<file path="src/rtl/tri_fetch.sv">
// Scene fetch front end: loads a 4x4 transform, then assembles 15-word triangles
// from the input stream and hands them downstream through a single output slot.
//
// state | meaning
// IDLE  | waiting for start
// MAT   | accepting the 16 matrix words
// TRI   | accepting triangle words into the assembly buffer
// HOLD  | full triangle assembled, output slot still occupied
// DRAIN | stream finished, waiting for the last triangle to be taken
// FIN   | one-cycle done_out pulse
module tri_fetch (
  input  logic              clock,
  input  logic              reset,
  input  logic              start,
  input  logic [31:0]       word_in,
  input  logic              word_valid,
  input  logic              word_last,
  output logic              word_ready,
  input  logic              stall_in,
  output logic [511:0]      mat,
  output logic [14:0][31:0] v_out,
  output logic              out_data_valid,
  output logic              done_out,
  output logic              busy,
  output logic              err,
  output logic [15:0]       tri_count
);

  typedef enum logic [2:0] {
    S_IDLE, S_MAT, S_TRI, S_HOLD, S_DRAIN, S_FIN
  } state_t;

  state_t            state_q, state_d;
  logic [3:0]        word_idx;
  logic [15:0][31:0] mat_q;
  logic [14:0][31:0] asm_q;
  logic              held_last;

  logic take, accept_out;
  logic start_scene, set_err, load_direct, load_held, go_hold;

  assign take       = word_valid && word_ready;
  assign accept_out = out_data_valid && !stall_in;
  assign busy       = (state_q != S_IDLE);
  assign mat        = mat_q;

  always_comb begin
    state_d     = state_q;
    word_ready  = 1'b0;
    done_out    = 1'b0;
    start_scene = 1'b0;
    set_err     = 1'b0;
    load_direct = 1'b0;
    load_held   = 1'b0;
    go_hold     = 1'b0;
    case (state_q)
      S_IDLE: begin
        if (start) begin
          start_scene = 1'b1;
          state_d     = S_MAT;
        end
      end
      S_MAT: begin
        word_ready = 1'b1;
        if (word_valid) begin
          if (word_last) begin
            set_err = 1'b1;
            state_d = (out_data_valid && !accept_out) ? S_DRAIN : S_FIN;
          end else if (word_idx == 4'd15) begin
            state_d = S_TRI;
          end
        end
      end
      S_TRI: begin
        word_ready = 1'b1;
        if (word_valid) begin
          if (word_idx == 4'd14) begin
            if (!out_data_valid || accept_out) begin
              load_direct = 1'b1;
              state_d     = word_last ? S_DRAIN : S_TRI;
            end else begin
              go_hold = 1'b1;
              state_d = S_HOLD;
            end
          end else if (word_last) begin
            // Short triangle: drop it, but still deliver whatever is already in the slot.
            set_err = 1'b1;
            state_d = (out_data_valid && !accept_out) ? S_DRAIN : S_FIN;
          end
        end
      end
      S_HOLD: begin
        if (accept_out) begin
          load_held = 1'b1;
          state_d   = held_last ? S_DRAIN : S_TRI;
        end
      end
      S_DRAIN: begin
        if (!out_data_valid || accept_out) state_d = S_FIN;
      end
      S_FIN: begin
        done_out = 1'b1;
        state_d  = S_IDLE;
      end
      default: state_d = S_IDLE;
    endcase
  end

  always_ff @(posedge clock) begin
    if (reset) begin
      state_q        <= S_IDLE;
      word_idx       <= 4'd0;
      mat_q          <= '0;
      asm_q          <= '0;
      held_last      <= 1'b0;
      v_out          <= '0;
      out_data_valid <= 1'b0;
      err            <= 1'b0;
      tri_count      <= 16'd0;
    end else begin
      state_q <= state_d;

      if (start_scene) begin
        word_idx  <= 4'd0;
        tri_count <= 16'd0;
        err       <= 1'b0;
      end

      if (set_err) err <= 1'b1;

      if (take && state_q == S_MAT) begin
        mat_q[4'd15 - word_idx] <= word_in;
        word_idx <= (word_idx == 4'd15 || word_last) ? 4'd0 : word_idx + 4'd1;
      end

      if (take && state_q == S_TRI) begin
        if (word_idx != 4'd15) asm_q[word_idx] <= word_in;
        word_idx <= (word_idx == 4'd14 || word_last) ? 4'd0 : word_idx + 4'd1;
      end

      if (go_hold) held_last <= word_last;

      if (load_direct) begin
        v_out          <= {word_in, asm_q[13:0]};
        out_data_valid <= 1'b1;
      end else if (load_held) begin
        v_out          <= asm_q;
        out_data_valid <= 1'b1;
      end else if (accept_out) begin
        out_data_valid <= 1'b0;
      end

      if (accept_out && tri_count != 16'hFFFF) tri_count <= tri_count + 16'd1;
    end
  end

endmodule

</file>
<file path="config.mk">
export PLATFORM = sky130hd
export DESIGN_NAME = tri_fetch
export DESIGN_NICKNAME = d
export VERILOG_FILES = /design/src/rtl/tri_fetch.sv
export SDC_FILE = /design/constraint.sdc
export NUM_CORES = 2
export LEC_CHECK = 0
export BUFFER_PORTS_ARGS = -buffer_cell sky130_fd_sc_hd__buf_2
export CAP_MARGIN = 40
export CORE_AREA = 2 2 412 414
export CTS_CLUSTER_SIZE = 10
export DETAILED_ROUTE_END_ITERATION = 16
export DIE_AREA = 0 0 414 416
export HOLD_SLACK_MARGIN = 0.06
export SYNTH_ARGS = -nofsm -noshare
export SYNTH_HDL_FRONTEND = slang
export SYNTH_SLANG_ARGS = --single-unit
export TNS_END_PERCENT = 30
</file>
<file path="constraint.sdc">
create_clock -name clock -period 3.72 [get_ports clock]
set_input_delay 1.116 -clock clock [delete_from_list [all_inputs] [get_ports clock]]
set_output_delay 1.116 -clock clock [all_outputs]
set_load 0.1 [all_outputs]
</file>
==> results by group <==
Critical path
  – Crit-path leading delay family: buffers and inverters
  – Critical-path top delay cell: dfxtp_1
  – CP bufs+invs: 2
  – WS Path Type: register to output pin
  – Crit path required time: between 2 and 3 ns
  – Startpoint class of the critical path: register
  – Crit-path cells: inv_1, nor2_1, buf_2
  – Crit end category: output pin
  – R2R Setup Slk: about 0.77 ns
  – CP max FO: 14
  – R2r endpoint: v_out[82]$_SDFFE_PP0P_
  – Worst r2r path cells: 6
  – Critical Path Max Stage Delay: between 0.6 and 0.7 ns
  – Worst r2r src: word_idx[2]$_SDFFE_PP0P_
  – Worst Path Arrival: 2.32 ns

Die
  – Row cnt: 151
  – Initial cell density of the core: between 30% and 40%
  – DIE AREA: 172000 µm²
  – Core Region: 168000 µm²
  – Die height: 416 µm
  – Chip Width: 414 µm
  – IO Count: roughly 1100

Detailed routing
  – Met2 WL post-DR: 107 mm
  – DR vias/cell: a little over 5
  – M1 wire length: 83.6 mm
  – Detailed Route WL: 221 mm
  – First DRT Iteration DRCs: between 4000 and 5000
  – DR DRC count: 0
  – Vias: about 50000
  – WL met3: between 15 and 20 mm
  – Pre-antenna DRT Iters: 6
  – Drt wl/cell: between 20 and 25 µm
  – Post-route ant nets: 0
  – Uppermost layer routed: met4

Global routing
  – Antenna violations before repair: 7
  – Largest net degree at the start of global routing: 174
  – Vias in the first global route: 45600
  – Total gr overflow: 0
  – Global-route wire length before repair: ~310 mm
  – Gr usage total: 24.4%

Timing
  – Hold Violations, Final: 0
  – Fmax achieved: between 200 and 300 MHz
  – Clock Skews: around 0.034 ns
  – Final Cycle Share: between 90 and 100%
  – Hold_ws: around 0.44 ns
  – Final Setup Violations: 0
  – RSZ-0062 raised after global routing: no
  – Slew Limit Fails: 0
  – Crit path setup slack, layout: ~0.28 ns
  – Slew @ Worst Pin: 0.951 ns
  – Setup_tns: 0 ns
  – Tmin final: ~3.4 ns
  – Relative slew slack: between 30% and 40%

Worst hold path
  – Hold Path Cell Cnt: 2
  – Hold Startpoint: asm_q[191]$_SDFFE_PP0P_
  – Worst Hold Class: register to register
  – Hold Path End: v_out[191]$_SDFFE_PP0P_

Place
  – Pre-CTS WS: ~0.43 ns
  – Placer Congestion: 0.839
  – Placed Area: just over 60000 µm²
  – Dpl hpwl: roughly 140 mm
  – IO buf count: 1050

Clock network
  – Htree depth: 4
  – CTS tree: built
  – Hold Buf Count CTS: 0
  – Post-CTS Setup Inserts: 0
  – Clk Latency, worst-skew pair: a little over 0.8 ns
  – Number of buffers created by CTS: 170
  – CTS Buffer Depth: 3
  – Post-CTS resize count: 0
  – CTS Sinks: 1498
  – Worst-path clk slew: around 0.06 ns
  – Root Driver: clkbuf_16

Final layout
  – Syn-to-layout area delta: 23.2%
  – Filler cell count: about 17000
  – Nets: around 7600
  – Design area: between 60000 and 70000 µm²
  – Share of cells above drive strength 1: between 10% and 20%

Run status
  – Status: complete, no violations

Synth
  – Post-synth EDFFs: 0
  – Synth async-reset ratio: 0%
  – Syn_nets: 6800
  – Post-Syn Area: 52700 µm²
  – Cell count after synthesis: ~6800
  – YS warnings: 0
  – Synth Area per Inst: 7.80 µm²
  – Cell variety after synth: between 50 and 60
  – Seq/Total Area, Yosys: 56.9%
  – Ys flop type: dfxtp_1
  – Number of synthesized register bits: 1498

Flow run
  – # Max-Cap Violations: 0

Power
  – Pwr dens: around 510 nW/µm²
  – Final Power: between 30 and 40 mW
  – P_leak: 24.8 nW
  – Peak supply drop: ~0.00046 V
## worst min-delay path: cells and delay by family (launching register included)
family / cells / cell delay, ns
DFF: 1 / 0.31
AOI/OAI and AO/OA: 1 / 0.05
and+or+nand+nor: 1 / 0.05
## how the worst max path moves through the flow
stage	startpoint	end	slack [ns]	depth (start not counted)
floorplan	state_q[0]$_SDFFE_PP0P_	word_ready	0.45	3
CTS	state_q[0]$_SDFFE_PP0P_	done_out	0.01	3
global placement	stall_in	v_out[122]$_SDFFE_PP0P_	0.50	7
detailed placement	stall_in	v_out[118]$_SDFFE_PP0P_	0.43	7
global route	state_q[0]$_SDFFE_PP0P_	word_ready	0.17	3
finish	state_q[2]$_SDFFE_PP0P_	done_out	0.28	3
## where the power goes
group,internal (mW),switching [mW],leakage (nW)
combinational,0.322,1.66,10.5
clock,8.37,6.48,2.27
sequential,16.1,0.0835,12.1
total,24.8,8.22,24.8
## cells in the final DEF, fill, tap and decap left out, types with 6 or more instances in the layout
cell       netlist  final
nand2_1       2922   2920
dfxtp_1       1498   1496
a21oi_1       1452   1452
buf_2          165   1047
clkbuf_16        0    174
buf_4           29    137
nor2_1          64     54
buf_12           0     45
a211oi_1        36     36
mux2i_1         34     34
o21ai_0         21     21
nand3_1         20     17
clkbuf_1       385     14
and2_1          11     12
inv_1            9      9
nand2b_1         8      8
nor3_1           8      8
nor2_2           2      7
nor3_4           0      6
## cell type report
cell class	count	area, µm²	share of cell area [%]
flip-flops and latches	1498	30000	46.2
multi-input cells	4659	20300	31.2
repair buffers	1232	7240	11.1
clock buffers	188	4410	6.78
well taps	2218	2780	4.27
clock inverters	15	238	0.366
inverters	9	33.8	0.0520
diodes	4	10.0	0.0154
## per-stage QoR
stage | utilization (%) | instances
finish | 38.6 | 9823
global route | 38.6 | 9821
CTS | 38.6 | 9819
detailed placement | 35.9 | 9616
global placement | 35.8 | 9610
floorplan | - | 6757
## cell usage after synthesis (3+ instances only)
cell,instances,area [µm²]
nor2b_1,4,25.0
a211oi_1,36,270
ha_1,5,62.6
o21ai_0,21,105
and2_1,11,68.8
nand4_1,5,31.3
nor3_2,6,60.1
buf_2,165,826
mux2i_1,34,340
buf_4,29,218
o211ai_1,3,22.5
or3_1,4,25.0
buf_6,3,33.8
nand2b_1,8,50.1
and3_1,7,43.8
nor2_1,64,240
buf_1,9,33.8
nor3_1,8,40.0
a22oi_1,3,22.5
nand2_1,2922,11000
inv_1,9,33.8
clkbuf_1,385,1450
nand3_1,20,100
a21oi_1,1452,7270
a31oi_1,3,18.8
dfxtp_1,1498,30000
o31ai_1,3,22.5
nor4_1,4,25.0
## registers in the layout, summed over array words and instances, names as in the netlist
register,flops
tri_count,16
mat,512
err,1
v_out,480
asm_q,480
state_q,3
held_last,1
word_idx,4
out_data_valid,1
## metal layers
metal  up-vias  track usage, %
met5         -               0
met2      2104            41.1
met3       574            5.26
met1     23800            28.3
met4         0            15.0
li1      23200               -
## cells by family after synthesis
group | synth area share, %
mux | 0.688
compound gates | 14.9
simple gates | 22.5
xor+xnor | 0.0498
fa+ha+maj | 0.119
flops | 56.9
buf+inv | 4.91
No activity file was read; power rests on OpenSTA's default activity.
